[config.mk]
export PLATFORM = sky130hd
export DESIGN_NAME = mips32_boot_ctrl
export DESIGN_NICKNAME = d
export VERILOG_FILES = /design/src/rtl/mips32_boot_pkg.sv /design/src/rtl/mips32_boot_watchdog.sv /design/src/rtl/mips32_boot_ctrl.sv
export SDC_FILE = /design/constraint.sdc
export NUM_CORES = 1
export LEC_CHECK = 0
export BUFFER_PORTS_ARGS = -buffer_cell sky130_fd_sc_hd__clkbuf_2
export CELL_PAD_IN_SITES_DETAIL_PLACEMENT = 2
export CELL_PAD_IN_SITES_GLOBAL_PLACEMENT = 2
export CORE_MARGIN = 1.5
export CORE_UTILIZATION = 18
export CTS_CLUSTER_DIAMETER = 60
export DETAILED_ROUTE_END_ITERATION = 6
export PLACE_DENSITY_LB_ADDON = 0.05
export SETUP_SLACK_MARGIN = 0.1
export SLEW_MARGIN = 10
export SYNTH_ARGS = -nofsm -noshare
export SYNTH_HDL_FRONTEND = slang
export SYNTH_SLANG_ARGS = --single-unit
export TNS_END_PERCENT = 50
[constraint.sdc]
create_clock -name clk1 -period 2.5 [get_ports clk1]
set_input_delay 0.25 -clock clk1 [delete_from_list [all_inputs] [get_ports clk1]]
set_output_delay 0.25 -clock clk1 [all_outputs]
set_load 0.1 [all_outputs]
[src/rtl/mips32_boot_pkg.sv]
`default_nettype none
// ---------------------------------------------------------------------------
// mips32_boot_pkg : boot controller state encoding and REGINIT-skip constant
// Rev 1.0 : initial release (REGINIT controlled by MIPS32_BOOT_REGINIT_EN)
// ---------------------------------------------------------------------------
package mips32_boot_pkg;

    typedef enum logic [2:0] {
        ST_IDLE    = 3'd0,
        ST_LOAD    = 3'd1,
        ST_REGINIT = 3'd2,
        ST_RUN     = 3'd3,
        ST_CHK_RD  = 3'd4,
        ST_CHK_CMP = 3'd5,
        ST_DONE    = 3'd6
    } boot_state_t;

`ifdef MIPS32_BOOT_REGINIT_EN
    localparam bit C_REGINIT_SKIP = 1'b0;
`else
    localparam bit C_REGINIT_SKIP = 1'b1;
`endif

endpackage
`default_nettype wire

[src/rtl/mips32_boot_watchdog.sv]
`default_nettype none
// ---------------------------------------------------------------------------
// mips32_boot_watchdog : saturating RUN-cycle counter and timeout-limit compare
// Rev 1.0 : initial release
// ---------------------------------------------------------------------------
module mips32_boot_watchdog #(
    parameter int CYC_W = 16
) (
    input  logic             clk1,
    input  logic             rst_n,
    input  logic             clear_i,
    input  logic             count_i,
    input  logic [CYC_W-1:0] lim_i,
    output logic [CYC_W-1:0] cycles_o,
    output logic             expire_o
);

    logic [CYC_W-1:0] cycles_q;
    logic [CYC_W-1:0] cycles_d;

    always_comb begin
        cycles_d = cycles_q;
        if (clear_i) begin
            cycles_d = '0;
        end else if (count_i && (cycles_q != {CYC_W{1'b1}})) begin
            cycles_d = cycles_q + CYC_W'(1);
        end
    end

    always_ff @(posedge clk1 or negedge rst_n) begin
        if (!rst_n) begin
            cycles_q <= '0;
        end else begin
            cycles_q <= cycles_d;
        end
    end

    // A zero limit disables expiry; a saturated count wraps the +1 to 0 and never matches.
    assign expire_o = count_i && (lim_i != '0) && ((cycles_q + CYC_W'(1)) == lim_i);
    assign cycles_o = cycles_q;

endmodule
`default_nettype wire

[src/rtl/mips32_boot_ctrl.sv]
`default_nettype none
// ---------------------------------------------------------------------------
// mips32_boot_ctrl : load image, optionally seed registers, run core, check result
// Rev 1.0 : initial release (register seeding under MIPS32_BOOT_REGINIT_EN)
// ---------------------------------------------------------------------------
module mips32_boot_ctrl
    import mips32_boot_pkg::*;
#(
    parameter int DATA_W   = 32,
    parameter int ADDR_W   = 10,
    parameter int NUM_REGS = 32,
    parameter int REG_AW   = 5,
    parameter int CYC_W    = 16
) (
    input  logic              clk1,
    input  logic              rst_n,
    input  logic              start_i,
    input  logic              ld_valid_i,
    output logic              ld_ready_o,
    input  logic [ADDR_W-1:0] ld_addr_i,
    input  logic [DATA_W-1:0] ld_data_i,
    input  logic              ld_last_i,
    output logic              mem_we_o,
    output logic              mem_re_o,
    output logic [ADDR_W-1:0] mem_addr_o,
    output logic [DATA_W-1:0] mem_wdata_o,
    input  logic [DATA_W-1:0] mem_rdata_i,
    output logic              reg_we_o,
    output logic [REG_AW-1:0] reg_waddr_o,
    output logic [DATA_W-1:0] reg_wdata_o,
    output logic              core_run_o,
    input  logic              core_halted_i,
    input  logic [CYC_W-1:0]  timeout_lim_i,
    input  logic [ADDR_W-1:0] chk_addr_i,
    input  logic [DATA_W-1:0] chk_expect_i,
    output logic              busy_o,
    output logic              done_o,
    output logic              pass_o,
    output logic              timeout_o,
    output logic [CYC_W-1:0]  cycles_o
);

    if ((2 ** REG_AW) < NUM_REGS) begin : g_cfg_check
        $error("mips32_boot_ctrl: REG_AW too narrow for NUM_REGS");
    end

    boot_state_t state_q, state_d;
    logic        pass_q, pass_d;
    logic        timeout_q, timeout_d;
    logic        w_expire;
    logic        w_wd_clear;
    logic        w_wd_count;

`ifdef MIPS32_BOOT_REGINIT_EN
    logic [REG_AW-1:0] reg_cnt_q, reg_cnt_d;
`endif

    always_comb begin
        state_d     = state_q;
        pass_d      = pass_q;
        timeout_d   = timeout_q;
        ld_ready_o  = 1'b0;
        mem_we_o    = 1'b0;
        mem_re_o    = 1'b0;
        mem_addr_o  = '0;
        mem_wdata_o = '0;
        core_run_o  = 1'b0;
`ifdef MIPS32_BOOT_REGINIT_EN
        reg_cnt_d   = reg_cnt_q;
        reg_we_o    = 1'b0;
        reg_waddr_o = '0;
        reg_wdata_o = '0;
`endif
        case (state_q)
            ST_IDLE, ST_DONE: begin
                if (start_i) begin
                    state_d   = ST_LOAD;
                    pass_d    = 1'b0;
                    timeout_d = 1'b0;
                end
            end
            ST_LOAD: begin
                ld_ready_o = 1'b1;
                if (ld_valid_i) begin
                    mem_we_o    = 1'b1;
                    mem_addr_o  = ld_addr_i;
                    mem_wdata_o = ld_data_i;
                    if (ld_last_i) begin
                        state_d = C_REGINIT_SKIP ? ST_RUN : ST_REGINIT;
                    end
                end
            end
`ifdef MIPS32_BOOT_REGINIT_EN
            ST_REGINIT: begin
                reg_we_o    = 1'b1;
                reg_waddr_o = reg_cnt_q;
                reg_wdata_o = DATA_W'(reg_cnt_q);
                if (reg_cnt_q == REG_AW'(NUM_REGS - 1)) begin
                    reg_cnt_d = '0;
                    state_d   = ST_RUN;
                end else begin
                    reg_cnt_d = reg_cnt_q + REG_AW'(1);
                end
            end
`endif
            ST_RUN: begin
                core_run_o = 1'b1;
                // Halt takes priority over a watchdog expiry in the same cycle.
                if (core_halted_i) begin
                    state_d = ST_CHK_RD;
                end else if (w_expire) begin
                    state_d   = ST_DONE;
                    timeout_d = 1'b1;
                    pass_d    = 1'b0;
                end
            end
            ST_CHK_RD: begin
                mem_re_o   = 1'b1;
                mem_addr_o = chk_addr_i;
                state_d    = ST_CHK_CMP;
            end
            ST_CHK_CMP: begin
                pass_d  = (mem_rdata_i == chk_expect_i);
                state_d = ST_DONE;
            end
            default: begin
                state_d = ST_IDLE;
            end
        endcase
    end

`ifndef MIPS32_BOOT_REGINIT_EN
    assign reg_we_o    = 1'b0;
    assign reg_waddr_o = '0;
    assign reg_wdata_o = '0;
`endif

    always_ff @(posedge clk1 or negedge rst_n) begin
        if (!rst_n) begin
            state_q   <= ST_IDLE;
            pass_q    <= 1'b0;
            timeout_q <= 1'b0;
`ifdef MIPS32_BOOT_REGINIT_EN
            reg_cnt_q <= '0;
`endif
        end else begin
            state_q   <= state_d;
            pass_q    <= pass_d;
            timeout_q <= timeout_d;
`ifdef MIPS32_BOOT_REGINIT_EN
            reg_cnt_q <= reg_cnt_d;
`endif
        end
    end

    assign w_wd_count = (state_q == ST_RUN);
    assign w_wd_clear = (state_q != ST_RUN) && (state_d == ST_RUN);

    mips32_boot_watchdog #(
        .CYC_W (CYC_W)
    ) u_watchdog (
        .clk1     (clk1),
        .rst_n    (rst_n),
        .clear_i  (w_wd_clear),
        .count_i  (w_wd_count),
        .lim_i    (timeout_lim_i),
        .cycles_o (cycles_o),
        .expire_o (w_expire)
    );

    assign busy_o    = (state_q != ST_IDLE) && (state_q != ST_DONE);
    assign done_o    = (state_q == ST_DONE);
    assign pass_o    = pass_q;
    assign timeout_o = timeout_q;

endmodule
`default_nettype wire

==> impl_results.md, run 1 <==
* First-pass GRT wire length at 20000 um
* Post-detailed-placement half-perimeter wirelength at 10900 um
* Synth warn at 0
* Die Area at 15700 sq um
* Via count at 3243
* Worst hold slack at -0.0256 ns
* IO Port Bufs at 203
* Io pins at 242
* Leading register cell type out of synthesis: dfrtp_1
* Final TNS setup at 0 ns
* DR pass1 iterations at 4
* Fin crit share at 93.0%
* Worst-path clk slew at 0.06 ns
* Total track usage at 15.9%
* Critical path capture point type: flop
* Leakage Power at 2.33 nW
* Worst-Skew Late Latency at 0.26 ns
* # Max-Cap Violations at 0
* Worst hold path class: in -> async
* Slew margin rel. at 60.3%
* Synth unique cells at 48
* CP Class: reg -> reg
* Via/cell ratio at 4.47
* Final Core Density at 32.5%
* Failing checks: negative hold slack
* Asr flop ratio synth at 100%
* Vias in the first global route at 3707
* Worst-margin pin slew at 0.596 ns
* Final Slew Violations at 0
* Gate Count Post-Synth at 342
* Ant. Diodes at 0
* Die W at 125 um
* CTS tree: done
* Run status: finished, violations left
* Final Power at 0.00458 W
* Pwr dens at 965 nW/um^2
* Root Driver: clkbuf_16
* DR WL/cell at 17.4 um
* Highest Clock Rate at 430 MHz
* Antenna violations before repair at 0
* Final nets at 682
* VDD IR-drop max at 0.384 mV
* Site Rows at 44
* Pin count of the biggest net entering global routing at 35
* RSZ-0062 raised after global routing: true
* Total CTS buffers at 3
* Share of layout cells above drive strength 1 at 50.0%
* Crit path DAT at 2.47 ns
* Final WL at 12600 um
* Total grt overflow at 0
* CTS H-tree lvls at 1
* Count of endpoints failing setup in the final report at 0
* Clock sinks at 21
* P&R area growth vs syn at 75.6%
* Syn Std Cell Area at 2700 sq um
* Worst Skew at 0.00415 ns
* Worst-path fanout max at 6
* Synth Area per Inst at 7.89 sq um
* Yosys reg bits at 21
* Setup crit start kind: flop
* Core box area at 14600 sq um
* Final ANT Viol Nets at 0
* Minimum clock period at 2.32 ns
* FF-to-FF Start: u_watchdog.cycles_o[1]
* Post-synth EDFFs at 0
* Seq/Total Area, Yosys at 19.5%
* CP Launch Point: u_watchdog.cycles_o[1]
* Die height at 125 um
* Clock Path Buffers at 2
* Starting Density at 18.5%
* Drt initial violations at 106
* GP Congestion at 0.756
* Detailed-route DRC error count at 0
* Final hold vios at 21
* Worst Path Required at 2.65 ns
[power by group]
part	internal [W]	switching [W]	total, W
clock	0.000218	0.000145	0.000364
sequential	0.000418	0.0000819	0.000500
combinational	0.00112	0.00259	0.00371
[layout by cell type (no fill, tap or decap), drive strengths merged, types with 4 or more instances in the layout]
cell	instances
clkbuf	162
buf	60
xor2	41
conb	38
and3	35
xnor2	21
dfrtp	21
nor2	20
nand4	18
nand3	14
nand2	13
nor4	12
o21ai	11
a22o	10
inv	7
and2	6
nor2b	6
a21oi	5
or2	4
nor3	4
[worst max-delay path, cell delays in order (launching register included)]
cell	delay, ns
dfrtp_4	0.46
ha_4	0.17
and3_4	0.21
nand4_4	0.10
a311o_1	0.38
a2111oi_4	0.37
nand4_1	0.21
a211o_1	0.31
[through the flow]
step / instance area (sq um) / setup slack, ns / hold slack (ns) / cells
after global placement: 4620 / 0.166 / 0.301 / 720
after CTS: 4700 / 0.102 / 0.0259 / 724
after global routing: 4740 / 0.0430 / 0.0354 / 726
after floorplan: 2990 / 0.0881 / -0.0456 / 379
after detailed placement: 4620 / 0.124 / 0.313 / 720
final: 4740 / 0.175 / -0.0256 / 726
[cell families (layout without fill, tap and decap cells)]
logic type | count (synthesis) | in the layout | synth area share (%)
xor gates and xnor gates | 62 | 62 | 20.1
AOI/OAI and AO/OA | 45 | 45 | 13.2
DFF | 21 | 21 | 19.5
and+or+nand+nor | 145 | 145 | 31.4
adders and majority gates | 1 | 1 | 0.464
buffers and inverters | 67 | 230 | 15.2
other | 1 | 38 | 0.139
[flip-flops by register name, indices dropped and copies added, names as in the netlist]
name                 flops
u_watchdog.cycles_o     16
state_q                  3
pass_o                   1
timeout_o                1
[metal layers]
| metal | share of wire [%] | track usage, % | vias up |
|---|---|---|---|
| met5 | 0 | 0 | - |
| met1 | 39 | 17.7 | 1562 |
| met2 | 53 | 30.0 | 131 |
| met3 | 7.6 | 4.71 | 9 |
| li1 | - | - | 1541 |
| met4 | 0.94 | 2.87 | 0 |
[what timing repair did]
item / 4_1_cts / 5_1_grt
setup buffers: 0 / 2
pin swaps: 1 / 4
setup endpoints to repair: 1 / 4
hold buffers: 0 / 0
resized for setup: 0 / 3
[cell type report]
type	count	area (sq um)
clock buffer	4	78.8
timing repair buffer	218	1800
inverter	8	30.0
tap	184	230
sequential	21	561
multi-input combinational	291	2040
fill	1666	9850
[synthesized netlist by cell type, types with 2 or more instances]
cell type / number / area share [%]
and3_1: 35 / 8.1
and2_1: 6 / 1.4
o21ai_0: 11 / 2.0
buf_4: 40 / 11
a41oi_1: 2 / 0.65
nand4_1: 17 / 3.9
o21a_1: 2 / 0.56
nor3_1: 3 / 0.56
buf_2: 7 / 1.3
inv_1: 7 / 0.97
xor2_1: 41 / 13
nand3_1: 14 / 2.6
nand2_1: 13 / 1.8
xnor2_1: 21 / 6.8
or4_1: 3 / 0.83
or3b_2: 2 / 0.65
a21oi_1: 5 / 0.93
nor2b_1: 6 / 1.4
nor2_1: 20 / 2.8
a22o_1: 10 / 3.2
dfrtp_1: 21 / 19
clkbuf_1: 11 / 1.5
nor3b_1: 3 / 0.83
a311oi_1: 2 / 0.65
or2_2: 4 / 0.93
o311a_1: 2 / 0.74
nor4_1: 12 / 2.8
and4_1: 2 / 0.65
[path summary, 6_finish.rpt]
| check | end | slack (ns) | depth (start not counted) |
|---|---|---|---|
| setup / recovery | pass_o | 0.18 | 7 |
| min in group clk1 | state_q[1] | 0.26 | 2 |
| hold / removal | u_watchdog.cycles_o[4] | -0.03 | 1 |
| setup reg to reg | pass_o | 0.18 | 7 |
| max in group asynchronous | u_watchdog.cycles_o[12] | 2.07 | 1 |
| hold reg to reg | timeout_o | 0.53 | 2 |
Note: power is estimated with default switching activity, not from simulation.
==> inputs of run 2 (changes only) <==
--- a/config.mk
+++ b/config.mk
@@ -6,10 +6,10 @@
 export NUM_CORES = 1
 export LEC_CHECK = 0
 export BUFFER_PORTS_ARGS = -buffer_cell sky130_fd_sc_hd__clkbuf_2
-export CELL_PAD_IN_SITES_DETAIL_PLACEMENT = 2
+export CELL_PAD_IN_SITES_DETAIL_PLACEMENT = 1
 export CELL_PAD_IN_SITES_GLOBAL_PLACEMENT = 2
 export CORE_MARGIN = 1.5
-export CORE_UTILIZATION = 18
+export CORE_UTILIZATION = 19
 export CTS_CLUSTER_DIAMETER = 60
 export DETAILED_ROUTE_END_ITERATION = 6
 export PLACE_DENSITY_LB_ADDON = 0.05
@@ -17,5 +17,6 @@
 export SLEW_MARGIN = 10
 export SYNTH_ARGS = -nofsm -noshare
 export SYNTH_HDL_FRONTEND = slang
+export SYNTH_HIERARCHICAL = 1
 export SYNTH_SLANG_ARGS = --single-unit
 export TNS_END_PERCENT = 50
==> impl_results.md, run 2 <==
* Reg2Reg Depth at 10
* Count leader, synth: xor2_1
* Die Area at 14900 sq um
* Total track usage at 14.4%
* Clk pwr share at 7.4%
* Sw frac at 61.9%
* Via count at 3031
* Count of endpoints failing setup in the final report at 0
* Synth warn at 6
* Cell-internal power at 0.00185 W
* FF-to-FF Start: u_watchdog/cycles_o[0]
* CTS tree: done
* Worst-path clk slew at 0.06 ns
* CP Launch Point: u_watchdog/cycles_o[0]
* Slew margin rel. at 59.3%
* Synth unique cells at 57
* Final Slew Violations at 0
* Post-detailed-placement half-perimeter wirelength at 9620 um
* Final TNS setup at 0 ns
* Leakage Power at 2.31 nW
* Seq/Total Area, Yosys at 19.5%
* Worst Skew at 0.00321 ns
* Clock sinks at 21
* Final hold vios at 21
* Final ANT Viol Nets at 0
* Failing checks: negative hold slack
* Site Rows at 43
* # Max-Cap Violations at 0
* Asr flop ratio synth at 100%
* Post-CTS Hold Fix Bufs at 0
* Critical path capture point type: flop
* CP Class: reg -> reg
* Detailed-route DRC error count at 0
* Worst-margin pin slew at 0.610 ns
* Crit path to: pass_o
* Final WL at 10900 um
* DR WL/cell at 15.0 um
* Final Core Density at 34.3%
* Post-synth EDFFs at 0
* Leading register cell type out of synthesis: dfrtp_1
* Register share of total power at 10.7%
* GP Congestion at 0.733
* Most common cell after layout, fill and taps aside: clkbuf_2
* Worst hold path class: in -> async
* Gate Count Post-Synth at 327
* Worst-path fanout max at 2
* Worst-Skew Late Latency at 0.26 ns
* Worst R2R End: pass_o
* Dominant cells by area after synthesis: dfrtp_1, xor2_1, buf_4
* CTS H-tree lvls at 1
* Antenna violations before repair at 0
* Share of layout cells above drive strength 1 at 50.9%
* Setup crit start kind: flop
* Design Area, Final at 4760 sq um
* Pin count of the biggest net entering global routing at 32
* Max reg flops at 16
* Placed cell areas at 4650 sq um
* Fillers at 1667
* Syn Std Cell Area at 2700 sq um
* Total CTS buffers at 3
* Root Driver: clkbuf_16
* Worst Path Required at 2.65 ns
* Post-Synth XOR/XNOR Area at 21.0%
* Final nets at 686
* Post-synthesis simple-gate area fraction at 31.6%
* P&R area growth vs syn at 76.2%
* Via/cell ratio at 4.17
* DR pass1 iterations at 4
* Post-synth top area share at 19.5%
* Clock Path Buffers at 2
* NetSw at 0.00300 W
* Core box area at 13900 sq um
* Post-synthesis mux area share at 0%
* VDD IR-drop max at 0.260 mV
* Die height at 122 um
* Worst hold slack at -0.00851 ns
* Comb power frac at 81.9%
* Die W at 122 um
* Run status: finished, violations left
* Most frequent cells in the layout: clkbuf_2, xor2_1, buf_12, conb_1, and2_1
* First-pass GRT wire length at 16900 um
* IO Port Bufs at 203
* Pwr dens at 1020 nW/um^2
* Adder-cell share of the synthesized area at 0.463%
* Total grt overflow at 0
* Largest family of logic cells by synthesized area: simple AND/OR/NAND/NOR gates
* Minimum clock period at 2.50 ns
* Yosys reg bits at 21
* Vias in the first global route at 3176
* Reg2reg setup slack at 0.0006 ns
* Cell taking the most area after synthesis: dfrtp_1
* RSZ-0062 raised after global routing: true
* Starting Density at 19.5%
* Most frequent cells after synthesis: xor2_1, buf_4, and2_1
* Crit path DAT at 2.65 ns
* Io pins at 242
* Highest Clock Rate at 400 MHz
* Drt initial violations at 76
* Ant. Diodes at 0
* Fin crit share at 100%
* Synth Area in Compound Gates at 12.1%
* Synth Area per Inst at 8.26 sq um
## run 2: changes by cell type in the layout (fill, tap and decap cells not counted), sizes merged, moves of 5 or more
cell / before / now
nand4: 18 / 6
and3: 35 / 5
nand3b: 0 / 5
buf: 60 / 74
and2: 6 / 33
nand3: 14 / 7
## run 2: how the worst min path moves through the flow
| stage | from | endpoint | slack [ns] | cells past startpoint |
|---|---|---|---|---|
| finish | rst_n | u_watchdog/cycles_o[6] | -0.009 | 1 |
| detailed placement | rst_n | u_watchdog/cycles_o[6] | 0.30 | 1 |
| CTS | rst_n | u_watchdog/cycles_o[6] | 0.02 | 1 |
| floorplan | rst_n | pass_o | -0.05 | 0 |
| global route | rst_n | u_watchdog/cycles_o[13] | 0.05 | 1 |
| global placement | rst_n | u_watchdog/cycles_o[3] | 0.31 | 1 |
## run 2: what timing repair did
| item | in CTS | in global routing |
|---|---|---|
| setup endpoints to repair | 3 | 3 |
| pin swaps | 4 | 1 |
| setup buffers | 0 | 0 |
| gates resized for setup | 2 | 3 |
## run 2: cells by family (layout without fill, tap and decap cells)
group,count (synthesis),after routing
buffers and inverters,60,242
AO/OA/AOI/OAI,46,46
XOR/XNOR,64,64
adder cells (fa/ha/maj),1,1
flip-flops,21,21
AND/OR/NAND/NOR,134,134
other,1,38
## run 2: critical path, stage by stage (launching register included)
cell and delay [ns]:
dfrtp_4 0.50, ha_4 0.25, xor2_1 0.17, nor3_2 0.17, o31ai_1 0.10, or4_1 0.49, nor4_2 0.20, and4b_1 0.23
nor3_1 0.05, o21ai_1 0.14, o31ai_2 0.08
## run 2: area by class of cell
cell class	count	area (sq um)	share of cell area, %
inverters	5	22.5	0.473
clock buffers	4	78.8	1.66
flip-flops and latches	21	561	11.8
multi-input cells	283	1960	41.2
well taps	180	225	4.73
repair buffers	233	1910	40.1
## run 2: per-layer routing
layer	global-route usage [%]	part of all wire [%]	up-vias
met5	0	0	-
met4	2.40	0.73	0
met3	3.07	8.9	4
met2	26.1	49	157
met1	17.7	41	1393
li1	-	-	1477
## run 2: metrics by stage
step | worst slack (ns) | cells | power (W) | hold WS (ns)
floorplan | -0.253 | 364 | 0.00332 | -0.0456
global placement | -0.130 | 722 | 0.00447 | 0.306
detailed placement | -0.198 | 722 | 0.00450 | 0.302
CTS | -0.0469 | 726 | 0.00489 | 0.0197
global route | -0.146 | 726 | 0.00506 | 0.0474
finish | 0.000588 | 726 | 0.00485 | -0.00851
## run 2: power by group through the flow
stage / sequential, W / combinational, W / clock [W]
floorplan: 0.000883 / 0.00244 / 0
global placement: 0.000514 / 0.00395 / 0
detailed placement: 0.000515 / 0.00398 / 0
global route: 0.000530 / 0.00415 / 0.000380
CTS: 0.000516 / 0.00400 / 0.000374
finish: 0.000518 / 0.00397 / 0.000360
